## src/rtl/arith_pkg.sv

```systemverilog
// Shared arithmetic-unit types: controller state encodings for the divider
// and multiplier, plus the iteration-counter width helper.
package arith_pkg;

    typedef enum logic [1:0] {
        DIV_IDLE  = 2'd0,
        DIV_SHIFT = 2'd1,
        DIV_DONE  = 2'd2
    } div_state_e;

    typedef enum logic [1:0] {
        MUL_IDLE = 2'd0,
        MUL_ADD  = 2'd1,
        MUL_DONE = 2'd2
    } mul_state_e;

    // Counter must hold the value N itself, hence N+1 codes.
    function automatic int count_width(input int n);
        return $clog2(n + 1);
    endfunction

endpackage

```

## src/rtl/restoring_divider_datapath.sv

```systemverilog
// Restoring-division datapath: A/Q/M registers and one shift-subtract step
// per do_shift, loaded by do_init. Exposes the step result for capture.
module restoring_divider_datapath
    import arith_pkg::*;
#(
    parameter int N = 4
) (
    input  logic         clock_i,
    input  logic         reset_i,
    input  logic         do_init_i,
    input  logic         do_shift_i,
    input  logic [N-1:0] dividend_i,
    input  logic [N-1:0] divisor_i,
    output logic [N-1:0] q_next_o,
    output logic [N-1:0] r_next_o
);

    logic [N:0]   a_q, a_d;
    logic [N-1:0] q_q, q_d;
    logic [N-1:0] m_q, m_d;
    logic [N+1:0] ext_s;
    logic [N+1:0] diff_s;
    logic         neg_s;
    logic [N:0]   a_step_s;
    logic [N-1:0] q_step_s;

    // One extra guard bit keeps the trial subtraction sign exact even though
    // the shifted partial remainder can reach 2^N.
    always_comb begin
        ext_s  = {a_q, q_q[N-1]};
        diff_s = ext_s - {2'b00, m_q};
        neg_s  = diff_s[N+1];
        if (neg_s) begin
            a_step_s = ext_s[N:0];
        end else begin
            a_step_s = diff_s[N:0];
        end
        q_step_s = {q_q[N-2:0], ~neg_s};
    end

    // Register next-state selection: load, step, or hold.
    always_comb begin
        if (do_init_i) begin
            a_d = {(N+1){1'b0}};
            q_d = dividend_i;
            m_d = divisor_i;
        end else if (do_shift_i) begin
            a_d = a_step_s;
            q_d = q_step_s;
            m_d = m_q;
        end else begin
            a_d = a_q;
            q_d = q_q;
            m_d = m_q;
        end
    end

    // A/Q/M state registers.
    always_ff @(posedge clock_i) begin
        if (reset_i) begin
            a_q <= {(N+1){1'b0}};
            q_q <= {N{1'b0}};
            m_q <= {N{1'b0}};
        end else begin
            a_q <= a_d;
            q_q <= q_d;
            m_q <= m_d;
        end
    end

    assign q_next_o = q_step_s;
    assign r_next_o = a_step_s[N-1:0];

endmodule

```

## src/rtl/restoring_divider.sv

```systemverilog
// Sequential unsigned restoring divider: controller FSM and iteration counter.
// Optional macro RESTORING_DIVIDER_DIV0_FLAG_EN adds the div_by_zero output.
module restoring_divider
    import arith_pkg::*;
#(
    parameter int N = 4
) (
    input  logic         clock,
    input  logic         reset,
    input  logic         start,
    input  logic [N-1:0] dividend,
    input  logic [N-1:0] divisor,
    output logic         busy,
    output logic         done,
    output logic [N-1:0] quotient,
    output logic [N-1:0] remainder
`ifdef RESTORING_DIVIDER_DIV0_FLAG_EN
    ,
    output logic         div_by_zero
`endif
);

    localparam int CW = count_width(N);

    div_state_e   state_q, state_d;
    logic [CW-1:0] count_q, count_d;
    logic         busy_q, done_q;
    logic [N-1:0] quot_q, rem_q;
    logic         do_init_s, do_shift_s, last_s;
    logic [N-1:0] q_next_s, r_next_s;

    restoring_divider_datapath #(.N(N)) u_datapath (
        .clock_i    (clock),
        .reset_i    (reset),
        .do_init_i  (do_init_s),
        .do_shift_i (do_shift_s),
        .dividend_i (dividend),
        .divisor_i  (divisor),
        .q_next_o   (q_next_s),
        .r_next_o   (r_next_s)
    );

    // Controller next-state and datapath strobes.
    always_comb begin
        state_d    = state_q;
        count_d    = count_q;
        do_init_s  = 1'b0;
        do_shift_s = 1'b0;
        case (state_q)
            DIV_IDLE: begin
                if (start) begin
                    do_init_s = 1'b1;
                    count_d   = CW'(N);
                    state_d   = DIV_SHIFT;
                end else begin
                    state_d = DIV_IDLE;
                end
            end
            DIV_SHIFT: begin
                do_shift_s = 1'b1;
                count_d    = count_q - CW'(1'b1);
                if (count_q == CW'(1'b1)) begin
                    state_d = DIV_DONE;
                end else begin
                    state_d = DIV_SHIFT;
                end
            end
            DIV_DONE: begin
                state_d = DIV_IDLE;
            end
            default: begin
                state_d = DIV_IDLE;
            end
        endcase
    end

    assign last_s = (state_q == DIV_SHIFT) && (count_q == CW'(1'b1));

    // Controller state, handshake outputs and result capture on entry to DONE.
    always_ff @(posedge clock) begin
        if (reset) begin
            state_q <= DIV_IDLE;
            count_q <= {CW{1'b0}};
            busy_q  <= 1'b0;
            done_q  <= 1'b0;
            quot_q  <= {N{1'b0}};
            rem_q   <= {N{1'b0}};
        end else begin
            state_q <= state_d;
            count_q <= count_d;
            busy_q  <= (state_d != DIV_IDLE);
            done_q  <= last_s;
            if (last_s) begin
                quot_q <= q_next_s;
                rem_q  <= r_next_s;
            end else begin
                quot_q <= quot_q;
                rem_q  <= rem_q;
            end
        end
    end

    assign busy      = busy_q;
    assign done      = done_q;
    assign quotient  = quot_q;
    assign remainder = rem_q;

`ifdef RESTORING_DIVIDER_DIV0_FLAG_EN
    logic div0_q, dbz_q;

    // Zero-divisor flag captured at acceptance, shown only in the DONE cycle.
    always_ff @(posedge clock) begin
        if (reset) begin
            div0_q <= 1'b0;
            dbz_q  <= 1'b0;
        end else begin
            if (do_init_s) begin
                div0_q <= (divisor == {N{1'b0}});
            end else begin
                div0_q <= div0_q;
            end
            dbz_q <= last_s & div0_q;
        end
    end

    assign div_by_zero = dbz_q;
`endif

endmodule

```

## config.mk

```make
export PLATFORM = sky130hd
export DESIGN_NAME = restoring_divider
export DESIGN_NICKNAME = d
export VERILOG_FILES = /design/src/rtl/arith_pkg.sv /design/src/rtl/restoring_divider_datapath.sv /design/src/rtl/restoring_divider.sv
export SDC_FILE = /design/constraint.sdc
export NUM_CORES = 1
export LEC_CHECK = 0
export ABC_AREA = 1
export CAP_MARGIN = 20
export CELL_PAD_IN_SITES_DETAIL_PLACEMENT = 1
export CELL_PAD_IN_SITES_GLOBAL_PLACEMENT = 2
export CORE_AREA = 2 2 71 73
export CTS_CLUSTER_DIAMETER = 30
export DETAILED_ROUTE_END_ITERATION = 16
export DIE_AREA = 0 0 73 75
export GPL_TIMING_DRIVEN = 1
export PLACE_DENSITY = 0.87
export SYNTH_ARGS = -nofsm -noshare
export SYNTH_HDL_FRONTEND = slang
export SYNTH_SLANG_ARGS = --single-unit
```

## constraint.sdc

```tcl
create_clock -name clock -period 1.8 [get_ports clock]
set_clock_uncertainty 0.05 [all_clocks]
set_input_delay 0.36 -clock clock [delete_from_list [all_inputs] [get_ports clock]]
set_output_delay 0.36 -clock clock [all_outputs]
set_load 0.01 [all_outputs]
```

After elaboration in Yosys (flattened, before gate mapping). Index checks and enable logic that the tools add are counted.

Muxes and demuxes: 11. Reductions and logical operators: 7. Equality and inequality tests: 3. Add/sub/neg operators: 2. Bitwise operators: 1.

Operators with widths (number): 2-to-1 mux 4 bit (2); one-hot mux 3 bit (2 select lines) (1); nonzero test 2 bit (3); subtractor 6 x 4 -> 6 bit (1); 2-to-1 mux 5 bit (1); 2-to-1 mux 1 bit (4); one-hot mux 2 bit (2 select lines) (1); == test 3 x 1 -> 1 bit, second input constant (1); 2-to-1 mux 3 bit (1); subtractor 3 x 1 -> 3 bit, second input constant (1); == test 2 x 1 -> 1 bit, second input constant (1); zero test 2 bit (1); 2-to-1 mux 2 bit (1); inequality test 2 bit, second input constant (1); AND reduction 2 bit (1); OR reduction 2 bit (1); logical AND 1 bit (1); inverter 1 bit (1).

Input port bits: 11. Word-level logic and storage cells: 33. Bits in registers: 28. Output and inout bits: 10.

Logic depth before layout (Yosys ltp).
Depth in word-level cells: 4. Mapped depth: 12. Mapped depth without buffers: 12.

Hierarchy. A second synthesis with hierarchy kept.

Cell total of the unflattened synthesis: 219. Area total of the unflattened synthesis: 1505.2 um2.

By module, submodules not included: restoring_divider_datapath (seq. area each 260.2 um2, cells an instance 128, area an instance 877.1 um2, instances 1); restoring_divider (seq. area each 280.3 um2, cells an instance 91, area an instance 628.1 um2, instances 1).

Worst setup path after synthesis. Ideal clock, no wire load.

Path type: register to register. Start: register u_datapath.q_q[3]. End: register u_datapath.a_q[4]. Data arrival time: 1.369 ns. Library setup time: 0.120 ns. Path buffers: 0. Path slack: 0.262 ns. Clock period less this slack: 1.538 ns. Stages on the path, launching flop included: 13. Required time: 1.630 ns. Cell sequence: dfxtp_1 -> inv_1 -> ha_1 -> inv_1 -> fa_1 -> nand3_1 -> nand2_1 -> nand2_1 -> nand2_1 -> inv_1 -> nand3_1 -> nand3_1 -> a21oi_1.

Word-level cells in the longest chain between the ends: 2.

Ends and longest elaborated chain: from (decl) (RTL line restoring_divider_datapath.sv:19) `logic [N-1:0] q_q, q_d;`; from (signal assigned) (RTL line restoring_divider_datapath.sv:62) `q_q <= {N{1'b0}};`; from (signal assigned) (RTL line restoring_divider_datapath.sv:66) `q_q <= q_d;`; subtractor 6 x 4 -> 6 bit (RTL line restoring_divider_datapath.sv:31) `diff_s = ext_s - {2'b00, m_q};`; 2-to-1 mux 5 bit (RTL line restoring_divider_datapath.sv:33) `if (neg_s) begin`; to (signal assigned) (RTL line restoring_divider_datapath.sv:61) `a_q <= {(N+1){1'b0}};`; to (decl) (RTL line restoring_divider_datapath.sv:18) `logic [N:0] a_q, a_d;`.

No other way between the ends. A chain may end at the register's enable or synchronous reset.

Final worst setup path.
Start: register u_datapath.m_q[1]. End: register u_datapath.a_q[0].

Word-level cells in the longest chain between the ends: 2.

Ends and longest elaborated chain: from (decl) (RTL line restoring_divider_datapath.sv:20) `logic [N-1:0] m_q, m_d;`; from (signal assigned) (RTL line restoring_divider_datapath.sv:63) `m_q <= {N{1'b0}};`; from (signal assigned) (RTL line restoring_divider_datapath.sv:67) `m_q <= m_d;`; subtractor 6 x 4 -> 6 bit (RTL line restoring_divider_datapath.sv:31); 2-to-1 mux 5 bit (RTL line restoring_divider_datapath.sv:33).

No other way between the ends.

==> metrics.yaml <==
outcome: "complete, no violations"
postSynthCellCount: 188
hpwl_mm: 2.570
finalNetCount: 234
grt_util_all_layers_pct: 13.34
core-area_sq_um: 4661
place_inst: 265
ys_warn_count: 0
grt_pass1_vias: 1278
max-cap-violations: 0
period_share_pct: 93.81
wire_per_inst_um: 12.58
dieArea_sq_um: 5475
fin_area_sq_um: 1814
worst_pin_slew_ns: 0.2912
finish.utilization_pct: 38.93
fin_cells: 269
die_x_um: 73
netlist_area_sq_um: 1386
syn_avg_cell_area_sq_um: 7.374
syn-num-nets: 206
rows: 25
ys_types: 26
viasPerCell: 4.706
startpoint_type: "flop"
drt-pass1-iter-count: 4
grt.overflow.total: 0
dpl_worst_slack_ns: 0.04839
vias: 1266
yosys.area.top_type: "dfxtp_1"
die_y_um: 75
slowest_stage: "dfxtp_2"
fin_ws_ns: 0.1113
placed_area_sq_um: 1684
drive_gt1_share_pct: 17.67
cts.clk_slew.worst_paths_ns: 0.10
clk_latency_ns: 0.28
hp-class: "reg -> reg"
grt_first_pass_wirelength_mm: 5.747
syn2layout_area_growth_pct: 30.87
end_kind: "flop"
antenna_cells: 0
max_freq_mhz: 592.2
power_leakage_nw: 0.7985
wl_mm: 3.385
io_buffers: 20
period_minus_slack_ns: 1.689
critPathMaxStageDelay_ns: 0.33
ys_ff_latch: 28
antenna_found_initial: 0
ir_drop_mv: 0.3813
hold_viol: 0
cp.arrival_ns: 1.82
ys_seq_area_share_pct: 40.43
cts_max_level: 1
setup_viol: 0
route.detailed.drc: 0
synth_top_area_share_pct: 40.43
power_mw: 1.688
grt_max_degree: 17
criticalPathCategory: "reg -> reg"
p_per_area_nw_per_um2: 930.4
drtIter0Drc: 45
crit_fanout: 5
path_cells: "inv_2 -> ha_1 -> nand2_1 -> inv_2 -> nand3_4 -> nand4_1 -> nand3b_1 -> nand3_1 -> nand2_1 -> inv_1"
clock_sinks: 28
cts_buffer_depth: 2
clockRootBuffer: "clkbuf_8"
worst_slew_margin_rel_pct: 80.56
maxSlewViolCount: 0
fillers: 553
drtAntennaViolNets: 0
cts_tree: "done"
cts_made_buffers: 3
pin_count: 21
initial_utilization_pct: 29.74
worstPathRequired_ns: 1.94
gp_congestion: 0.7535
synthTopCellsByArea: "dfxtp_1 (40%), nand3_1 (7.6%), inv_1 (7.0%)"
==> synthesized netlist by cell type <==
library cell and n:
nand4_2 1, or2_2 1, a21oi_1 13, clkbuf_1 2
fa_1 1, buf_4 2, o21ai_1 1, inv_2 4
nand3_2 3, inv_1 26, nor2_1 25, a221oi_1 1
xnor2_1 1, nor2_2 4, nand3b_1 1, ha_1 6
o211ai_1 1, dfxtp_1 28, o21ai_0 12, nand2_1 24
nand2_2 3, nand4_1 2, o22ai_1 3, xor2_1 1
nor2_4 1, nand3_1 21
==> flip-flops by register name, indices dropped and copies added, names as in the netlist <==
register,count
busy,1
count_q,3
done,1
quotient,4
remainder,4
state_q,2
u_datapath.a_q,5
u_datapath.m_q,4
u_datapath.q_q,4
==> worst paths after layout <==
check | from | endpoint | slack (ns) | cells past startpoint
max | u_datapath.m_q[1] | u_datapath.a_q[0] | 0.11 | 10
min | count_q[1] | count_q[1] | 0.42 | 2
max reg2reg | u_datapath.m_q[1] | u_datapath.a_q[0] | 0.11 | 10
min reg2reg | count_q[1] | count_q[1] | 0.42 | 2
==> power by group <==
| part | switching [mW] | internal, mW |
|---|---|---|
| clock network | 0.208 | 0.298 |
| registers | 0.0365 | 0.670 |
| logic | 0.278 | 0.198 |
| total | 0.522 | 1.17 |
==> through the flow <==
stage	TNS, ns	hold WS, ns
after floorplan	0	0.3847
after global placement	0	0.4000
after detailed placement	0	0.4040
after CTS	0	0.4199
after global routing	-0.004295	0.4427
final	0	0.4183
==> logic make-up (layout without fill, tap and decap cells) <==
group | after synthesis | count (layout) | share of synthesized area [%]
buf+inv | 34 | 61 | 9.747
fa+ha+maj | 7 | 7 | 6.859
compound gates | 31 | 31 | 11.91
flops | 28 | 28 | 40.43
simple gates | 86 | 86 | 29.78
xor+xnor | 2 | 2 | 1.264
==> critical path: cells and delay by family, from the launching register on <==
family / cells / cell delay, ns
adder cells (fa/ha/maj): 1 / 0.29
flip-flops: 1 / 0.33
buffers and inverters: 3 / 0.14
AND/OR/NAND/NOR: 6 / 0.79
==> final cells by class <==
type / count / area, sq um / share of cell area [%]
Timing Repair Buffer: 27 / 252.7 / 13.93
Sequential cell: 28 / 563.0 / 31.03
Multi-Input combinational cell: 126 / 747.0 / 41.17
Tap cell: 54 / 67.56 / 3.724
Inverter: 30 / 112.6 / 6.207
Clock inverter: 1 / 30.03 / 1.655
Clock buffer: 3 / 41.29 / 2.276
==> routing by layer <==
| layer | track usage [%] | up-vias | share of wire (%) |
|---|---|---|---|
| met5 | 0 | - | 0 |
| met4 | 2.469 | 0 | 0.77 |
| met3 | 2.410 | 4 | 2.4 |
| met2 | 23.52 | 16 | 48 |
| met1 | 17.24 | 586 | 49 |
| li1 | - | 660 | - |
==> layout by cell type, fill, tap and decap left out, drive strengths merged <==
master         instances
xor2                   1
o22ai                  3
a221oi                 1
or2                    1
nor2                  30
o21ai                 13
nand3                 24
dfxtp                 28
xnor2                  1
o211ai                 1
bufinv                 1
inv                   30
fa                     1
ha                     6
nand2                 27
a21oi                 13
nand4                  3
clkbuf                 3
buf                    7
clkdlybuf4s50         20
nand3b                 1
==> timing repair <==
| action | CTS | global route |
|---|---|---|
| gates resized for setup | 0 | 13 |
| setup buffers | 0 | 0 |
| hold buffers | 0 | 0 |
| endpoints found under the setup margin | 0 | 10 |
Power figures use the tool's default switching activity.
